==> src/rtl/step_fsm_sched_pkg.sv <==
// -----------------------------------------------------------------------------
// step_fsm_pkg
//   Shared definitions for the step-engine scheduler:
//   - ctrl_e      : controller state encoding (IDLE, GRANT, STEP, GAPW, DONE)
//   - ST0..ST4    : engine state constants, ST_LAST is the wrap-around state
//   - next_st()   : shadow copy of one engine advance
//   - hold_lvl()  : DIN1 level that keeps the engine where it is
// -----------------------------------------------------------------------------
package step_fsm_pkg;

  typedef enum logic [2:0] {
    IDLE  = 3'd0,
    GRANT = 3'd1,
    STEP  = 3'd2,
    GAPW  = 3'd3,
    DONE  = 3'd4
  } ctrl_e;

  localparam logic [2:0] ST0     = 3'd0;
  localparam logic [2:0] ST1     = 3'd1;
  localparam logic [2:0] ST2     = 3'd2;
  localparam logic [2:0] ST3     = 3'd3;
  localparam logic [2:0] ST4     = 3'd4;
  localparam logic [2:0] ST_LAST = ST4;

  // One engine step: 0..3 count up, the last state wraps to 0.
  function automatic logic [2:0] next_st(input logic [2:0] st);
    return (st == ST_LAST) ? ST0 : st + 3'd1;
  endfunction

  // The engine holds in 0..3 on DIN1=0 but in the last state on DIN1=1,
  // so the hold level depends on where the engine sits.
  function automatic logic hold_lvl(input logic [2:0] st);
    return (st == ST_LAST);
  endfunction

endpackage

==> src/rtl/step_fsm_sched_if.sv <==
// -----------------------------------------------------------------------------
// step_fsm_sched_if
//   Requester/engine-side bundle of the step-engine scheduler.
//   Requester side : REQ, CNT0, CNT1, MODE  -> scheduler
//   Scheduler side : GNT, ADV (DIN1), SEL (DIN2), SPST, BUSY, DONE
//   With STEP_FSM_SCHED_CHECK_EN defined: ENG_PST (engine's real state) in,
//   MISMATCH (sticky shadow/engine disagreement flag) out.
//   Modports: master = requester/engine side, slave = scheduler.
// -----------------------------------------------------------------------------
interface step_fsm_sched_if #(
  parameter int CW = 3
);
  logic [1:0]    REQ;
  logic [CW-1:0] CNT0;
  logic [CW-1:0] CNT1;
  logic [1:0]    MODE;
  logic [1:0]    GNT;
  logic          ADV;
  logic          SEL;
  logic [2:0]    SPST;
  logic          BUSY;
  logic          DONE;

`ifdef STEP_FSM_SCHED_CHECK_EN
  logic [2:0]    ENG_PST;
  logic          MISMATCH;

  modport master (
    output REQ, CNT0, CNT1, MODE, ENG_PST,
    input  GNT, ADV, SEL, SPST, BUSY, DONE, MISMATCH
  );
  modport slave (
    input  REQ, CNT0, CNT1, MODE, ENG_PST,
    output GNT, ADV, SEL, SPST, BUSY, DONE, MISMATCH
  );
`else
  modport master (
    output REQ, CNT0, CNT1, MODE,
    input  GNT, ADV, SEL, SPST, BUSY, DONE
  );
  modport slave (
    input  REQ, CNT0, CNT1, MODE,
    output GNT, ADV, SEL, SPST, BUSY, DONE
  );
`endif

endinterface

==> src/rtl/step_fsm_sched_arb.sv <==
// -----------------------------------------------------------------------------
// rr_arb2
//   Two-way round-robin arbiter.
//   CLK, RST : clock, asynchronous active-low reset
//   req      : request vector
//   upd      : pointer-update strobe (end of a job)
//   last     : one-hot grant of the job that is ending
//   win      : one-hot winner, combinational from req and the pointer
// -----------------------------------------------------------------------------
module rr_arb2 (
  input  logic       CLK,
  input  logic       RST,
  input  logic [1:0] req,
  input  logic       upd,
  input  logic [1:0] last,
  output logic [1:0] win
);

  // 0: requester 0 wins a tie, 1: requester 1 wins a tie.
  logic ptr;

  // NOTE: state is written with non-blocking assignments so every register
  // samples pre-edge values regardless of statement order.
  always_ff @(posedge CLK or negedge RST) begin
    if (!RST) begin
      ptr <= 1'b0;
    end else if (upd) begin
      // Priority goes to whoever was not just served.
      ptr <= last[0];
    end
  end

  // NOTE: win gets a default before the case so no path leaves it unassigned
  // and no latch is inferred.
  always_comb begin
    win = 2'b00;
    case (req)
      2'b01:   win = 2'b01;
      2'b10:   win = 2'b10;
      2'b11:   win = ptr ? 2'b10 : 2'b01;
      default: win = 2'b00;
    endcase
  end

endmodule

==> src/rtl/step_fsm_sched.sv <==
// -----------------------------------------------------------------------------
// step_fsm_sched
//   Arbitrates two requesters onto a 5-state step engine. Each granted job
//   issues CNTx (0 treated as 1) single-cycle step pulses on ADV, separated by
//   GAP hold cycles, with SEL fixed to the requester's MODE bit for the job.
//   SPST shadows the engine state.
//   Parameters: GAP (0..15) hold cycles between steps, CW count width.
//   Ports: CLK, RST (async active-low), bus (step_fsm_sched_if.slave).
//   Optional: STEP_FSM_SCHED_CHECK_EN adds ENG_PST/MISMATCH compare logic.
// -----------------------------------------------------------------------------
module step_fsm_sched
  import step_fsm_pkg::*;
#(
  parameter int GAP = 1,
  parameter int CW  = 3
) (
  input  logic             CLK,
  input  logic             RST,
  step_fsm_sched_if.slave  bus
);

  localparam logic [2:0]    S_IDLE  = IDLE;
  localparam logic [2:0]    S_GRANT = GRANT;
  localparam logic [2:0]    S_STEP  = STEP;
  localparam logic [2:0]    S_GAPW  = GAPW;
  localparam logic [2:0]    S_DONE  = DONE;
  localparam logic [3:0]    GAP_L   = 4'(GAP);
  localparam logic [CW-1:0] ONE     = CW'(1);

  logic [2:0]    state;
  logic [2:0]    spst;
  logic [1:0]    gnt;
  logic          sel;
  logic [CW-1:0] step_cnt;
  logic [3:0]    gap_cnt;
  logic [1:0]    win;
  logic [CW-1:0] win_cnt;
  logic          win_mode;
  logic          hold;
  logic          busy;

  rr_arb2 u_arb (
    .CLK  (CLK),
    .RST  (RST),
    .req  (bus.REQ),
    .upd  (state == S_DONE),
    .last (gnt),
    .win  (win)
  );

  assign win_cnt  = win[1] ? bus.CNT1    : bus.CNT0;
  assign win_mode = win[1] ? bus.MODE[1] : bus.MODE[0];
  assign hold     = hold_lvl(spst);
  assign busy     = (state != S_IDLE);

  always_ff @(posedge CLK or negedge RST) begin
    if (!RST) begin
      state    <= S_IDLE;
      spst     <= ST0;
      gnt      <= 2'b00;
      sel      <= 1'b0;
      step_cnt <= '0;
      gap_cnt  <= '0;
    end else begin
      case (state)
        S_IDLE: begin
          if (|bus.REQ) begin
            state    <= S_GRANT;
            gnt      <= win;
            sel      <= win_mode;
            step_cnt <= (win_cnt == '0) ? ONE : win_cnt;
          end
        end
        S_GRANT: state <= S_STEP;
        S_STEP: begin
          spst     <= next_st(spst);
          step_cnt <= step_cnt - ONE;
          if (step_cnt == ONE) begin
            state <= S_DONE;
          end else if (GAP_L == 4'd0) begin
            state <= S_STEP;
          end else begin
            state   <= S_GAPW;
            gap_cnt <= GAP_L;
          end
        end
        S_GAPW: begin
          gap_cnt <= gap_cnt - 4'd1;
          if (gap_cnt == 4'd1) state <= S_STEP;
        end
        S_DONE: begin
          state <= S_IDLE;
          gnt   <= 2'b00;
        end
        default: state <= S_IDLE;
      endcase
    end
  end

  // Only the STEP cycle drives the opposite of the hold level.
  assign bus.ADV  = (state == S_STEP) ? ~hold : hold;
  assign bus.SEL  = sel;
  assign bus.GNT  = gnt;
  assign bus.SPST = spst;
  assign bus.BUSY = busy;
  assign bus.DONE = (state == S_DONE);

`ifdef STEP_FSM_SCHED_CHECK_EN
  logic mismatch;

  always_ff @(posedge CLK or negedge RST) begin
    if (!RST) begin
      mismatch <= 1'b0;
    end else if (busy && (bus.ENG_PST != spst)) begin
      mismatch <= 1'b1;
    end
  end

  assign bus.MISMATCH = mismatch;
`endif

endmodule

==> src/flat_wrapper.sv <==
// flat-port wrapper written by rule: the top's interface ports become plain ports
module step_fsm_sched_flat import step_fsm_pkg::*;
#(
  parameter int GAP = 1,
  parameter int CW  = 3
)
  (CLK, RST, bus_REQ, bus_CNT0, bus_CNT1, bus_MODE, bus_GNT, bus_ADV, bus_SEL, bus_SPST, bus_BUSY, bus_DONE);
  step_fsm_sched_if #(.CW(CW)) bus_i ();
  input  logic CLK;
  input  logic RST;
  input wire logic [$bits(bus_i.REQ)-1:0] bus_REQ;
  input wire logic [$bits(bus_i.CNT0)-1:0] bus_CNT0;
  input wire logic [$bits(bus_i.CNT1)-1:0] bus_CNT1;
  input wire logic [$bits(bus_i.MODE)-1:0] bus_MODE;
  output wire logic [$bits(bus_i.GNT)-1:0] bus_GNT;
  output wire logic [$bits(bus_i.ADV)-1:0] bus_ADV;
  output wire logic [$bits(bus_i.SEL)-1:0] bus_SEL;
  output wire logic [$bits(bus_i.SPST)-1:0] bus_SPST;
  output wire logic [$bits(bus_i.BUSY)-1:0] bus_BUSY;
  output wire logic [$bits(bus_i.DONE)-1:0] bus_DONE;
  assign bus_i.REQ = bus_REQ;
  assign bus_i.CNT0 = bus_CNT0;
  assign bus_i.CNT1 = bus_CNT1;
  assign bus_i.MODE = bus_MODE;
  assign bus_GNT = bus_i.GNT;
  assign bus_ADV = bus_i.ADV;
  assign bus_SEL = bus_i.SEL;
  assign bus_SPST = bus_i.SPST;
  assign bus_BUSY = bus_i.BUSY;
  assign bus_DONE = bus_i.DONE;
  step_fsm_sched #(.GAP(GAP), .CW(CW)) u_core (.CLK(CLK), .RST(RST), .bus(bus_i));
endmodule
==> config.mk <==
export PLATFORM = sky130hd
export DESIGN_NAME = step_fsm_sched_flat
export DESIGN_NICKNAME = d
export VERILOG_FILES = /design/src/rtl/step_fsm_sched_pkg.sv /design/src/rtl/step_fsm_sched_if.sv /design/src/rtl/step_fsm_sched_arb.sv /design/src/rtl/step_fsm_sched.sv /design/src/flat_wrapper.sv
export SDC_FILE = /design/constraint.sdc
export NUM_CORES = 1
export LEC_CHECK = 0
export ABC_AREA = 1
export BUFFER_PORTS_ARGS = -buffer_cell sky130_fd_sc_hd__buf_2
export CORE_UTILIZATION = 56
export DETAILED_ROUTE_END_ITERATION = 8
export GPL_TIMING_DRIVEN = 0
export PLACE_DENSITY = 0.94
export SYNTH_ARGS = -nofsm -noshare
export SYNTH_HDL_FRONTEND = slang
export SYNTH_SLANG_ARGS = --single-unit
==> constraint.sdc <==
create_clock -name CLK -period 2.5 [get_ports CLK]
set_input_delay 0.75 -clock CLK [delete_from_list [all_inputs] [get_ports CLK]]
set_output_delay 0.75 -clock CLK [all_outputs]
set_load 0.01 [all_outputs]
=== After elaboration in Yosys (flattened, before gate mapping) ===
Index checks and enable logic that the tools add are counted.

* Bits in registers: 17
* Output and inout bits: 9
* Logic and storage cells: 53
* Bits of input ports: 12

* Add/subtract/negate cells: 3
* Equality and inequality tests: 13
* Reductions and logical operators: 12
* Muxes and demuxes: 17
* Bitwise gates (word level): 1

{| class="wikitable"
|+ Operators by type and width
! kind !! count
|-
| $mux W3 || 7
|-
| $pmux W3 S4 || 1
|-
| $reduce_and A2 Y1 || 5
|-
| $pmux W4 S2 || 1
|-
| $eq A3 B1 Y1 const B || 2
|-
| $eq A3 B2 Y1 const B || 2
|-
| $eq A3 B3 Y1 const B || 2
|-
| $logic_not A3 Y1 || 2
|-
| $pmux W2 S3 || 1
|-
| $pmux W3 S2 || 1
|-
| $reduce_bool A2 Y1 || 3
|-
| $eq A2 B2 Y1 const B || 2
|-
| $eq A4 B1 Y1 const B || 1
|-
| $mux W2 || 2
|-
| $mux W4 || 1
|-
| $ne A2 B1 Y1 const B || 2
|-
| $pmux W2 S2 || 1
|-
| $sub A4 B1 Y4 const B || 1
|-
| $add A3 B1 Y3 const B || 1
|-
| $reduce_bool A3 Y1 || 1
|-
| $sub A3 B1 Y3 const B || 1
|-
| $eq A2 B1 Y1 const B || 1
|-
| $mux W1 || 2
|-
| $ne A2 B2 Y1 const B || 1
|-
| 2 further kinds || 2
|}

=== Depth between registers and ports, before layout ===
* Depth after elaboration: 7
* Mapped depth: 8
* Mapped depth without buffers: 8

=== Cells and area by module ===
A second synthesis with hierarchy kept.

* Cell total of the unflattened synthesis: 130
* Area total of the unflattened synthesis: 991.0 sq um

{| class="wikitable"
|+ Modules (own cells, without submodules)
! module !! cells each !! area an instance (sq um) !! seq. area each (sq um) !! instances
|-
| step_fsm_sched || 120 || 930.9 || 400.4 || 1
|-
| rr_arb2 || 10 || 60.1 || 25.0 || 1
|}

=== Least setup slack after synthesis ===
OpenSTA, ideal clock, no wires.

* Path type: reg-to-output
* Start: reg u_core.spst[0], in the netlist u_core.bus.SPST[0]
* End: out bus_ADV
* Arrival time: 0.913 ns
* Slack: 0.837 ns
* Path buffers: 0
* Stages on the path, launching flop included: 6
* Required time: 1.750 ns
* Cell sequence: dfrtp_1 -> inv_1 -> ha_1 -> nand2_1 -> nand2_1 -> nand2_1

* Cells in the longest elaborated chain, start to end: 3

{| class="wikitable"
|+ RTL lines
! element !! RTL line !! text
|-
| from (decl) || step_fsm_sched.sv:31 || <nowiki>logic [2:0] spst;</nowiki>
|-
| from (signal assigned) || step_fsm_sched.sv:76 || <nowiki>spst <= next_st(spst);</nowiki>
|-
| $eq A3 B3 Y1 * || step_fsm_sched_pkg.sv:34 || <nowiki>return (st == ST_LAST);</nowiki>
|-
| $not A1 Y1 || step_fsm_sched.sv:101 || <nowiki>assign bus.ADV = (state == S_STEP) ? ~hold : hold;</nowiki>
|-
| $mux W1 * || step_fsm_sched.sv:101 ||
|-
| to (decl) || flat_wrapper.sv:16 || <nowiki>output wire logic [$bits(bus_i.ADV)-1:0] bus_ADV;</nowiki>
|}

Every way passes the cells marked *; elsewhere a longest branch is shown, timed or not.

=== Worst setup path in the final report ===
* Start: reg u_core.state[0]
* End: out bus_DONE

* Cells in the longest elaborated chain, start to end: 1

{| class="wikitable"
|+ RTL lines
! element !! RTL line !! text
|-
| from (decl) || step_fsm_sched.sv:30 || <nowiki>logic [2:0] state;</nowiki>
|-
| from (signal assigned) || step_fsm_sched.sv:58 || <nowiki>state <= S_IDLE;</nowiki>
|-
| from (signal assigned) || step_fsm_sched.sv:68 || <nowiki>state <= S_GRANT;</nowiki>
|-
| from (signal assigned) || step_fsm_sched.sv:74 || <nowiki>S_GRANT: state <= S_STEP;</nowiki>
|-
| $eq A3 B3 Y1 || step_fsm_sched.sv:106 || <nowiki>assign bus.DONE = (state == S_DONE);</nowiki>
|-
| to (decl) || flat_wrapper.sv:20 || <nowiki>output wire logic [$bits(bus_i.DONE)-1:0] bus_DONE;</nowiki>
|}

No other way between the ends.

==> run metrics <==
status finished clean; Max Cap Violations 0; Ys Warns 0; FILL cells 130; Worst EP arrival 1420 ps; CTS resizes 0; ys flop type dfrtp_1; routability cong. 0.779; core area 1540 um^2; R2R Path Start u_core.state[0]$_DFFE_PN0P_; share of layout cells above drive strength 1 0.189; register area 425 um^2; Final min period 2170 ps; Least-Margin Pin Slew 489 ps; Yosys reg bits 17; Worst R2R Setup Slack 1230 ps; Cell Area, Synth 937 um^2; All-Layer GR Usage 0.229; DR DRC count 0; HPWL after DPL 1520 um; # setup viols final 0; final hold vios 0; initial antenna violation count 0; largest net degree at the start of global routing 18; Syn Inst Count 119; Setup crit start kind flip-flop; clock latency on the worst-skew pair 290 ps; vias 806; CTS tree done; Rel. slew slack 0.672; Async S/R FF share, synth 1.00; via/cell ratio 5.07; worst path bufs/invs 1; # H-tree levels 1; WP data required 1750 ps; First-pass DRT Iterations 4; Top delay family on crit path simple AND/OR/NAND/NOR gates; first-pass GRT wire length 3100 um; net count after synthesis 137; Pleak 0.600 nW; combinational group share of total power 0.525; Reg2Reg Depth 6; GRT overflow 0; critical path, cell by cell nor3_1 -> buf_2; CP Capture Type output pin; Final ANT Viol Nets 0; crit-path max cell delay 460 ps; power share of the sequential group 0.371; Worst-path clk slew 100 ps; crit path kind reg -> out; Die Span Y 42.9 um; CTS Hold Bufs 0; unrepaired setup endpoints after global routing no; register area share after synthesis 0.454; max-slew violation count 0; Max VDD drop 0.843 mV; CTS root buffer clkbuf_4; drt wl/cell 11.7 um; number of buffers created by CTS 3; largest area contributor in the netlist dfrtp_1; Initial Util 0.608; cell area power density 1260 nW/um^2; slowest stage cell, crit path nor3_1; Clock Skew 8.07 ps; CTS Sinks 17; number of synthesized flops with an enable pin 0; Pint 0.737 mW; Layout area overhead 15.8%; number of setup buffers added after CTS 0; Port Buffers 20; Hold Path Class in -> async; final WL 1860 um; number of global-route vias before repair 778; switching portion of total power 0.459; reg2reg end u_core.gap_cnt[2]$_DFFE_PN0P_; Synth top area share 0.454; Ant. Diodes 0; top cells by count, synth 27 x nand2_1, 20 x inv_1, 17 x dfrtp_1; Rows 14; DIE AREA 1840 um^2; nets 162; io pins 21; syn avg cell area 7.88 um^2; top-count cell post-synth nand2_1; Iter 0 DRT Violations 12; setup TNS 0 ps; Multi-input gate area 433 um^2; Unique masters post-synth 16; CTS Buffer Depth 2; FMAX 460 MHz; Clock Power Share 0.105; crit-path max FO 5; die span in x 42.9 um; top area cells in the synthesized netlist dfrtp_1 45%, nand2_1 11%, ha_1 8.0%; Final Cycle Share 0.869; total power 1.36 mW; switching pwr 0.627 mW
[power groups by stage]
| stage | registers, mW | logic, mW | clock network (mW) |
|---|---|---|---|
| 5_1_grt | 0.523 | 0.821 | 0.161 |
| 4_1_cts | 0.506 | 0.721 | 0.149 |
| 3_3_place_gp | 0.502 | 0.655 | 0 |
| 2_1_floorplan | 0.514 | 0.493 | 0 |
| 3_5_place_dp | 0.511 | 0.718 | 0 |
| 6_report | 0.505 | 0.715 | 0.143 |
[layout make-up]
type | count | area share
Sequential cell | 17 | 0.392
Multi-Input combinational cell | 81 | 0.399
Inverter | 21 | 0.0727
Clock inverter | 1 | 0.00461
Tap cell | 16 | 0.0185
Timing Repair Buffer | 20 | 0.0923
Clock buffer | 3 | 0.0208
[stage by stage]
stage | hold slack [ps] | worst slack (ps) | cells | util | cell area, um^2
2_1_floorplan | 454 | 837 | 119 | - | 937
3_3_place_gp | 472 | 685 | 155 | 0.686 | 1060
3_5_place_dp | 483 | 678 | 155 | 0.686 | 1060
4_1_cts | 354 | 332 | 159 | 0.704 | 1080
5_1_grt | 360 | 202 | 159 | 0.704 | 1080
6_report | 352 | 326 | 159 | 0.704 | 1080
[cell families after synthesis]
| group | synth area share |
|---|---|
| flip-flops | 0.454 |
| buffers and inverters | 0.0841 |
| AND/OR/NAND/NOR | 0.242 |
| AO/OA/AOI/OAI | 0.112 |
| XOR/XNOR | 0.0280 |
| adder cells (fa/ha/maj) | 0.0801 |
[sequential cells by signal, indices dropped and copies added (netlist names)]
register,count
u_core.bus.GNT,2
u_core.u_arb.ptr,1
u_core.state,3
u_core.bus.SPST,3
u_core.bus.SEL,1
u_core.gap_cnt,4
u_core.step_cnt,3
[metal layers]
layer	share of wire	vias up	track usage	wire length (um)
met3	0.039	2	0.0766	72
met5	0	-	0	0
li1	-	425	-	-
met1	0.43	366	0.244	796
met2	0.52	13	0.418	973
met4	0.0070	0	0.0750	13
[layout by cell type (no fill, tap or decap)]
cell	n
o21ai_1	2
o21ai_0	12
o22ai_1	2
a21oi_1	3
nor3_1	1
nor2_4	1
nand2_1	27
clkbuf_4	3
nand2_4	1
clkinv_2	1
nor2_1	10
inv_1	20
inv_2	1
ha_1	6
dfrtp_1	17
o211ai_1	1
xnor2_1	3
buf_2	20
nand3_1	12
[how the worst max path moves through the flow]
| stage | startpoint | end | slack, ps | depth (start not counted) |
|---|---|---|---|---|
| after floorplan | u_core.bus.SPST[0]$_DFFE_PN0P_ | bus_ADV | 840 | 5 |
| after global placement | u_core.state[1]$_DFFE_PN0P_ | bus_DONE | 680 | 2 |
| final | u_core.state[0]$_DFFE_PN0P_ | bus_DONE | 330 | 2 |
| after CTS | u_core.state[1]$_DFFE_PN0P_ | bus_DONE | 330 | 2 |
| after detailed placement | u_core.state[1]$_DFFE_PN0P_ | bus_DONE | 680 | 2 |
| after global routing | u_core.state[0]$_DFFE_PN0P_ | bus_ADV | 200 | 6 |
No activity file was read; power rests on OpenSTA's default activity.
